==> config.mk <==
export PLATFORM = sky130hd
export DESIGN_NAME = div_seq_flat
export DESIGN_NICKNAME = d
export VERILOG_FILES = /design/src/rtl/div_seq_if.sv /design/src/rtl/div_seq.sv /design/src/flat_wrapper.sv
export SDC_FILE = /design/constraint.sdc
export NUM_CORES = 1
export LEC_CHECK = 0
export CAP_MARGIN = 10
export CELL_PAD_IN_SITES_DETAIL_PLACEMENT = 1
export CELL_PAD_IN_SITES_GLOBAL_PLACEMENT = 1
export CORE_MARGIN = 2
export CORE_UTILIZATION = 40
export DETAILED_ROUTE_END_ITERATION = 12
export HOLD_SLACK_MARGIN = 0.1
export PLACE_DENSITY_LB_ADDON = 0.2
export SETUP_SLACK_MARGIN = 0.3
export SLEW_MARGIN = 25
export SYNTH_ARGS = -nofsm -noshare
export SYNTH_HDL_FRONTEND = slang
export SYNTH_SLANG_ARGS = --single-unit
export TNS_END_PERCENT = 100
==> constraint.sdc <==
create_clock -name clk -period 4.1 [get_ports clk]
set_clock_uncertainty 0.2 [all_clocks]
set_input_delay 1.23 -clock clk [delete_from_list [all_inputs] [get_ports clk]]
set_output_delay 1.23 -clock clk [all_outputs]
set_load 0.01 [all_outputs]
==> src/rtl/div_seq_if.sv <==
// Request/response bundle between the execute stage and the divide sequencer.
//   signed_div_i : 1 = signed divide (DIV), 0 = unsigned (DIVU)
//   opdata1_i    : dividend (rs)
//   opdata2_i    : divisor (rt)
//   start_i      : request, held by execute until ready_o has been seen
//   annul_i      : abort the operation in flight (pipeline flush)
//   result_o     : {remainder, quotient} for the HI/LO write
//   ready_o      : result_o valid
//   stallreq_o   : pipeline hold request while the divide is outstanding
// master = execute stage, slave = divider.
interface div_seq_if #(
    parameter int unsigned DATA_W = 32
);
    logic                  signed_div_i;
    logic [DATA_W-1:0]     opdata1_i;
    logic [DATA_W-1:0]     opdata2_i;
    logic                  start_i;
    logic                  annul_i;
    logic [2*DATA_W-1:0]   result_o;
    logic                  ready_o;
    logic                  stallreq_o;

    modport master (
        output signed_div_i, opdata1_i, opdata2_i, start_i, annul_i,
        input  result_o, ready_o, stallreq_o
    );

    modport slave (
        input  signed_div_i, opdata1_i, opdata2_i, start_i, annul_i,
        output result_o, ready_o, stallreq_o
    );
endinterface

==> src/rtl/div_seq.sv <==
// Multi-cycle radix-2 restoring divider for DIV/DIVU, one quotient bit per
// clock. Operands are reduced to magnitudes on acceptance and the signs are
// reapplied after the last iteration.
//   clk : system clock, rising edge
//   rst : synchronous active-high reset
//   bus : div_seq_if slave modport (request, operands, result, handshake)
module div_seq #(
    parameter int unsigned DATA_W = 32
) (
    input  logic      clk,
    input  logic      rst,
    div_seq_if.slave  bus
);

    localparam int unsigned CNT_W = $clog2(DATA_W + 1);
    localparam logic [CNT_W-1:0] LAST = CNT_W'(DATA_W);

    typedef enum logic [1:0] {FREE, BYZERO, ON, END} state_t;

    state_t              state;
    logic [CNT_W-1:0]    cnt;
    logic [DATA_W-1:0]   dividend;   // shifts out dividend bits, shifts in quotient bits
    logic [DATA_W-1:0]   divisor;
    logic [DATA_W-1:0]   rem;
    logic                sign_a;
    logic                sign_b;
    logic                is_signed;
    logic [2*DATA_W-1:0] result;
    logic                ready;

    logic [DATA_W-1:0]   abs_a;
    logic [DATA_W-1:0]   abs_b;
    logic [DATA_W:0]     shifted;
    logic [DATA_W+1:0]   trial;
    logic                trial_ok;
    logic [DATA_W-1:0]   quot_fix;
    logic [DATA_W-1:0]   rem_fix;

    always_comb begin
        abs_a = bus.opdata1_i;
        abs_b = bus.opdata2_i;
        if (bus.signed_div_i && bus.opdata1_i[DATA_W-1]) abs_a = '0 - bus.opdata1_i;
        if (bus.signed_div_i && bus.opdata2_i[DATA_W-1]) abs_b = '0 - bus.opdata2_i;

        shifted  = {rem, dividend[DATA_W-1]};
        trial    = {1'b0, shifted} - {2'b00, divisor};
        // Non-negative trial has both top bits clear (shifted < 2*divisor).
        trial_ok = (trial[DATA_W+1:DATA_W] == 2'b00);

        quot_fix = dividend;
        rem_fix  = rem;
        if (is_signed && (sign_a ^ sign_b)) quot_fix = '0 - dividend;
        if (is_signed && sign_a)            rem_fix  = '0 - rem;
    end

    always_ff @(posedge clk) begin
        if (rst) begin
            state     <= FREE;
            cnt       <= '0;
            dividend  <= '0;
            divisor   <= '0;
            rem       <= '0;
            sign_a    <= 1'b0;
            sign_b    <= 1'b0;
            is_signed <= 1'b0;
            result    <= '0;
            ready     <= 1'b0;
        end else begin
            case (state)
                FREE: begin
                    ready  <= 1'b0;
                    result <= '0;
                    if (bus.start_i && !bus.annul_i) begin
                        if (bus.opdata2_i == '0) begin
                            state <= BYZERO;
                        end else begin
                            state     <= ON;
                            dividend  <= abs_a;
                            divisor   <= abs_b;
                            rem       <= '0;
                            cnt       <= '0;
                            sign_a    <= bus.opdata1_i[DATA_W-1];
                            sign_b    <= bus.opdata2_i[DATA_W-1];
                            is_signed <= bus.signed_div_i;
                        end
                    end
                end
                BYZERO: begin
                    state  <= END;
                    result <= '0;
                    ready  <= 1'b1;
                end
                ON: begin
                    if (bus.annul_i) begin
                        state <= FREE;
                        cnt   <= '0;
                    end else if (cnt != LAST) begin
                        rem      <= trial_ok ? trial[DATA_W-1:0] : shifted[DATA_W-1:0];
                        dividend <= {dividend[DATA_W-2:0], trial_ok};
                        cnt      <= cnt + CNT_W'(1);
                    end else begin
                        result <= {rem_fix, quot_fix};
                        ready  <= 1'b1;
                        state  <= END;
                    end
                end
                END: begin
                    if (!bus.start_i) begin
                        state  <= FREE;
                        ready  <= 1'b0;
                        result <= '0;
                    end
                end
                default: state <= FREE;
            endcase
        end
    end

    assign bus.result_o   = result;
    assign bus.ready_o    = ready;
    assign bus.stallreq_o = bus.start_i & ~bus.annul_i & ~ready;

endmodule

==> src/flat_wrapper.sv <==
// flat-port wrapper written by rule: the top's interface ports become plain ports
module div_seq_flat 
#(
    parameter int unsigned DATA_W = 32
)
  (clk, rst, bus_signed_div_i, bus_opdata1_i, bus_opdata2_i, bus_start_i, bus_annul_i, bus_result_o, bus_ready_o, bus_stallreq_o);
  div_seq_if #(.DATA_W(DATA_W)) bus_i ();
  input  logic clk;
  input  logic rst;
  input wire logic [$bits(bus_i.signed_div_i)-1:0] bus_signed_div_i;
  input wire logic [$bits(bus_i.opdata1_i)-1:0] bus_opdata1_i;
  input wire logic [$bits(bus_i.opdata2_i)-1:0] bus_opdata2_i;
  input wire logic [$bits(bus_i.start_i)-1:0] bus_start_i;
  input wire logic [$bits(bus_i.annul_i)-1:0] bus_annul_i;
  output wire logic [$bits(bus_i.result_o)-1:0] bus_result_o;
  output wire logic [$bits(bus_i.ready_o)-1:0] bus_ready_o;
  output wire logic [$bits(bus_i.stallreq_o)-1:0] bus_stallreq_o;
  assign bus_i.signed_div_i = bus_signed_div_i;
  assign bus_i.opdata1_i = bus_opdata1_i;
  assign bus_i.opdata2_i = bus_opdata2_i;
  assign bus_i.start_i = bus_start_i;
  assign bus_i.annul_i = bus_annul_i;
  assign bus_result_o = bus_i.result_o;
  assign bus_ready_o = bus_i.ready_o;
  assign bus_stallreq_o = bus_i.stallreq_o;
  div_seq #(.DATA_W(DATA_W)) u_core (.clk(clk), .rst(rst), .bus(bus_i));
endmodule
# == Yosys cells after proc, flatten, opt, wreduce, memory -nomap -nowiden ==
# Index checks and enable logic that the tools add are counted.
# op_classes
addsub,6
eq_ne,12
mux,34
n_bitwise,6
reduce_logical,16
# op_table
operator,count
$mux W32,13
$mux W64,3
$pmux W64 S3,1
$pmux W32 S2,2
$sub A1 B32 Y32 const A,4
$sub A33 B32 Y34,1
$logic_not A32 Y1,1
$mux W6,4
$pmux W6 S2,1
$mux W2,5
$reduce_and A3 Y1,3
$ne A2 B2 Y1 const B,4
$pmux W2 S4,1
$add A6 B1 Y6 const B,1
$ne A6 B6 Y1 const B,1
$logic_and A1 B1 Y1,5
$reduce_and A5 Y1,1
$eq A2 B2 Y1 const B,2
$logic_not A2 Y1,2
$ne A2 B1 Y1 const B,2
$pmux W1 S4,1
$reduce_and A4 Y1,1
$mux W1,3
$ne A3 B2 Y1 const B,1
8 further kinds,11
# totals
ff_bits,172
in_bits,69
output_inout_bits,66
word_cells,84

# == Longest topological paths before layout ==
# depth
depth_word,6
mapped_depth,15
depth_no_buf,13

# == Worst setup path before layout ==
# OpenSTA, ideal clock, no wires.
# synth_timing
kind,input -> register
start,input port bus_opdata2_i[8]
end,register u_core.dividend[6]
setup_ns,0.128
arrival_time_ns,3.449
required_time_ns,3.772
slack_ns,0.323
cell_stages,11
n_path_buf,3
cell_sequence,or4_1 nor4b_1 and4_1 clkbuf_2 a41oi_1 o21bai_1 clkbuf_1 buf_2 nor2_1 a21oi_1 nor2_1
# synth_between
elab_chain_cells,3
# synth_lines
element,line,text
"start, declared",flat_wrapper.sv:12,input wire logic [$bits(bus_i.opdata2_i)-1:0] bus_opdata2_i;
$logic_not A32 Y1,div_seq.sv:74,if (bus.opdata2_i == '0) begin
$ne A2 B2 Y1 (no line),n/a,
$reduce_and A5 Y1 (no line),n/a,
"end signal, assigned",div_seq.sv:78,dividend <= abs_a;
"end signal, assigned",div_seq.sv:99,"dividend <= {dividend[DATA_W-2:0], trial_ok};"
"end, declared",div_seq.sv:22,logic [DATA_W-1:0] dividend;
# Every way passes these cells.
# A chain may end at the register's enable or synchronous reset.

# == Final worst setup path ==
# layout_timing
start,input port bus_start_i
end,output port bus_stallreq_o
# layout_between
elab_chain_cells,2
# layout_lines
element,line,text
"start, declared",flat_wrapper.sv:13,input wire logic [$bits(bus_i.start_i)-1:0] bus_start_i;
$and A1 B1 Y1 (2 in series),div_seq.sv:121,assign bus.stallreq_o = bus.start_i & ~bus.annul_i & ~ready;
"end, declared",flat_wrapper.sv:17,output wire logic [$bits(bus_i.stallreq_o)-1:0] bus_stallreq_o;
# Every way passes these cells.

==> report_table.html <==
<table>
<tr><th>Metric</th><th>Value</th></tr>
<tr><th colspan="2">Power</th></tr>
<tr><td>Sequential Power Share</td><td>34.1%</td></tr>
<tr><td>Switching part of the total</td><td>39.9%</td></tr>
<tr><td>Post-layout total power</td><td>5.77 mW</td></tr>
<tr><td>Part of the power in the clock network</td><td>29.1%</td></tr>
<tr><td>Comb pwr share</td><td>36.8%</td></tr>
<tr><td>Total net switching power</td><td>2.30 mW</td></tr>
<tr><td>Internal power of the cells</td><td>3.47 mW</td></tr>
<tr><td>Max rail drop VDD</td><td>0.237 mV</td></tr>
<tr><td>Reported leakage power</td><td>5.41 nW</td></tr>
<tr><td>Power density cells</td><td>roughly 420 mW/mm²</td></tr>
<tr><th colspan="2">Setup path</th></tr>
<tr><td>Beginning of the worst register-to-register path</td><td>u_core.dividend[31]</td></tr>
<tr><td>Worst-path fanout max</td><td>3</td></tr>
<tr><td>Cell count of the worst reg-to-reg path</td><td>14</td></tr>
<tr><td>Sort of element at the end of the critical path</td><td>output port</td></tr>
<tr><td>Critical Setup Path Class</td><td>primary input to output port</td></tr>
<tr><td>R2r endpoint</td><td>u_core.dividend[0]</td></tr>
<tr><td>Flop2flop setup slack</td><td>0.57 ns</td></tr>
<tr><td>CP startpoint kind</td><td>primary input</td></tr>
<tr><td>Data arrival at the endpoint of the critical path</td><td>2.24 ns</td></tr>
<tr><td>Data required time of the critical path</td><td>2.67 ns</td></tr>
<tr><th colspan="2">Drt</th></tr>
<tr><td>Drt wl/cell</td><td>18.8 µm</td></tr>
<tr><td>Via count normalized by instance count</td><td>5.64</td></tr>
<tr><td>Total vias in the final route</td><td>approximately 11000</td></tr>
<tr><td>DRC violation total after the first TritonRoute iteration</td><td>558</td></tr>
<tr><td>DRC Markers</td><td>0</td></tr>
<tr><td>Final routed wirelength across all metal layers</td><td>~36000 µm</td></tr>
<tr><td>Number of optimization iterations in the first detailed-route pass</td><td>5</td></tr>
<tr><td>Post-detailed-route count of antenna-violating nets</td><td>0</td></tr>
<tr><th colspan="2">Global routing</th></tr>
<tr><td>First-pass GRT wire length</td><td>57600 µm</td></tr>
<tr><td>Initial antenna violation count</td><td>0</td></tr>
<tr><td>GRT Total Usage</td><td>between 20% and 30%</td></tr>
<tr><td>Pin count of the biggest net entering global routing</td><td>72</td></tr>
<tr><td>Vias in the first global route</td><td>10800</td></tr>
<tr><td>Total overflow reported by the global router</td><td>0</td></tr>
<tr><th colspan="2">Place</th></tr>
<tr><td># port buffers</td><td>134</td></tr>
<tr><td>Estimated wirelength of the detail-placed design</td><td>28300 µm</td></tr>
<tr><td>Cell area after placement</td><td>0.0131 mm²</td></tr>
<tr><td>RD Place Congestion</td><td>0.911</td></tr>
<tr><td>Post-placement cell count</td><td>between 1500 and 2000</td></tr>
<tr><th colspan="2">Clock tree</th></tr>
<tr><td>Clock-pin slew reported for the worst setup and hold paths after clock tree synthesis</td><td>0.08 ns</td></tr>
<tr><td>Number of clock sinks seen by CTS</td><td>172</td></tr>
<tr><td>Buffers from clock root to sink, at most</td><td>2</td></tr>
<tr><td>Root buffer cell</td><td>clkbuf_16</td></tr>
<tr><td>CTS H-tree depth</td><td>4</td></tr>
<tr><td>Clock tree from TritonCTS</td><td>built</td></tr>
<tr><td>CTS Buf Count</td><td>17</td></tr>
<tr><td>Post-CTS setup buffer count</td><td>0</td></tr>
<tr><td>Clock insertion delay at the later pin of the skew report</td><td>around 0.45 ns</td></tr>
<tr><th colspan="2">Synthesis</th></tr>
<tr><td>Number of warning messages in the yosys log</td><td>0</td></tr>
<tr><td>Post-synthesis net count</td><td>approximately 1600</td></tr>
<tr><td>Synth Cell Area</td><td>0.0110 mm²</td></tr>
<tr><td>Post-synthesis sequential area ratio</td><td>31.3%</td></tr>
<tr><td>Count of cell types in the netlist</td><td>65</td></tr>
<tr><td>Post-Syn Area per Cell</td><td>7.59 µm²</td></tr>
<tr><td>Top FF cell, synth</td><td>dfxtp_1</td></tr>
<tr><td>Asr flop ratio synth</td><td>0%</td></tr>
<tr><td>Synth top area share</td><td>between 30% and 40%</td></tr>
<tr><td>Cell accounting for the most synthesized area</td><td>dfxtp_1</td></tr>
<tr><td>Number of register bits inferred by synthesis</td><td>roughly 170</td></tr>
<tr><td>Synth area leaders</td><td>dfxtp_1 (31%), nor2_1 (6.0%), xnor2_1 (5.9%), xor2_1 (5.9%), nand2_1 (5.7%)</td></tr>
<tr><td>Cells after Synth</td><td>1447</td></tr>
<tr><td>Count of flip-flops with a built-in enable after synthesis</td><td>0</td></tr>
<tr><th colspan="2">Floorplan</th></tr>
<tr><td>Die height</td><td>between 150 and 200 µm</td></tr>
<tr><td>DIE WIDTH</td><td>170 µm</td></tr>
<tr><td>Standard-cell rows</td><td>60</td></tr>
<tr><td>Boundary pin count</td><td>135</td></tr>
<tr><td>Starting utilization of the core area</td><td>around 41%</td></tr>
<tr><td>Core area</td><td>0.0270 mm²</td></tr>
<tr><td>Die Footprint</td><td>approximately 0.029 mm²</td></tr>
<tr><th colspan="2">Timing</th></tr>
<tr><td>Max Transition Viols Final</td><td>0</td></tr>
<tr><td>Worst rel slew slack</td><td>51.7%</td></tr>
<tr><td>Crit path time final</td><td>3.67 ns</td></tr>
<tr><td>Final Hold Vio Count</td><td>0</td></tr>
<tr><td>Final clock period utilization by the worst path</td><td>between 80% and 90%</td></tr>
<tr><td>Maximum clock rate</td><td>272 MHz</td></tr>
<tr><td>Measured slew at the worst slew-check pin</td><td>roughly 0.73 ns</td></tr>
<tr><td>RSZ-0062 raised after global routing</td><td>yes</td></tr>
<tr><td>Final setup fails</td><td>0</td></tr>
<tr><td>Worst hold slack across all endpoints</td><td>0.259 ns</td></tr>
<tr><th colspan="2">Status</th></tr>
<tr><td>Run status</td><td>complete, no violations</td></tr>
<tr><th colspan="2">Final layout</th></tr>
<tr><td>Net count, final</td><td>approximately 1700</td></tr>
<tr><td>Fraction of final layout cells with drive strength greater than 1</td><td>under 10%</td></tr>
<tr><td>Area growth from synthesis to layout</td><td>24.7%</td></tr>
<tr><td>Final core utilization</td><td>50.9%</td></tr>
<tr><td>Post-route cell area</td><td>0.0137 mm²</td></tr>
<tr><td>Antenna diode count</td><td>0</td></tr>
<tr><td>Post-route insts no fill</td><td>about 1900</td></tr>
<tr><td>Filler cell count in the final layout</td><td>3334</td></tr>
<tr><th colspan="2">Flow run</th></tr>
<tr><td>Max Cap Violations</td><td>0</td></tr>
<tr><th colspan="2">Min path</th></tr>
<tr><td>Path category of the worst min-delay check</td><td>flop to flop</td></tr>
<tr><td>Number of cells traversed by the worst hold path</td><td>2</td></tr>
<tr><td>Hold path startpoint</td><td>u_core.divisor[26]</td></tr>
<tr><td>Worst Hold End</td><td>u_core.divisor[26]</td></tr>
</table>
[logic make-up (layout without fill, tap and decap cells)]
family,Yosys count,after routing,share of synthesized area [%]
AOI/OAI and AO/OA,418,418,24.0
muxes,30,30,2.73
and+or+nand+nor,487,487,19.9
adders and majority gates,43,43,4.96
DFF,172,172,31.3
buffers and inverters,149,299,5.25
xor gates and xnor gates,148,148,11.8
[per-layer routing]
| metal | part of all wire, % | track usage (%) |
|---|---|---|
| met5 | 0 | 0 |
| met4 | 1.7 | 6.43 |
| met3 | 4.0 | 2.73 |
| met2 | 46 | 41.1 |
| met1 | 48 | 35.1 |
[repair_timing]
| item | 4_1_cts | 5_1_grt |
|---|---|---|
| setup endpoints to repair | 1 | 51 |
| resized for setup | 1 | 7 |
| hold endpoints to repair | 0 | 0 |
| hold buffers | 0 | 0 |
[flip-flops by register name (all words and copies together), names as in the netlist]
register and flops:
u_core.divisor 32, u_core.cnt 6, u_core.state 2, u_core.bus.result_o 64
u_core.sign_a 1, u_core.sign_b 1, u_core.bus.ready_o 1, u_core.rem 32
u_core.dividend 32, u_core.is_signed 1
[worst max-delay path, stage by stage]
cell and delay (ns):
clkdlybuf4s50_1 0.48, inv_1 0.09, nor3_1 0.14, dlygate4sd2_1 0.30
[how the worst max path moves through the flow]
stage,startpoint,cells after the start,endpoint
global placement,bus_opdata1_i[6],10,u_core.dividend[25]
finish,bus_start_i,4,bus_stallreq_o
floorplan,bus_opdata2_i[8],11,u_core.dividend[6]
detailed placement,bus_opdata2_i[8],10,u_core.dividend[20]
global route,bus_opdata1_i[7],10,u_core.dividend[25]
CTS,bus_opdata2_i[8],10,u_core.dividend[20]
[power groups by stage]
stage	Clock (mW)	Combinational, mW	Sequential [mW]
finish	1.68	2.12	1.97
global route	1.77	2.34	1.99
CTS	1.70	2.11	1.96
detailed placement	0	2.09	2.00
global placement	0	2.03	2.00
floorplan	0	1.40	1.96
[cells in the mapped netlist, drive strengths merged (34+ instances only)]
master / number
nor2: 175
dfxtp: 172
nand2: 166
a21oi: 125
o21ai: 108
xnor2: 74
xor2: 74
clkbuf: 67
inv: 66
ha: 42
a22oi: 39
a211oi: 34
[per-stage QoR]
stage | setup TNS, ns | worst slack (ns)
CTS | 0 | 0.359
detailed placement | -1.26 | -0.0953
global route | 0 | 0.281
global placement | -0.0339 | -0.0123
floorplan | 0 | 0.323
finish | 0 | 0.427
[placed cells by master (no fill, tap or decap), drive strengths merged, types with 68 or more instances in the layout]
cell type / instances
a21oi: 125
buf: 68
clkdlybuf4s50: 132
dfxtp: 172
nand2: 166
nor2: 175
o21ai: 108
xnor2: 74
inv: 72
xor2: 74
[layout make-up]
cell class	count	area, µm²	area share (%)
Inverter	66	248	1.81
Tap cell	341	427	3.11
Timing Repair Buffer	201	1940	14.2
Sequential cell	172	3440	25.1
Clock buffer	17	425	3.10
Clock inverter	15	191	1.40
Multi-Input combinational cell	1126	7030	51.3
Power figures use the tool's default switching activity.
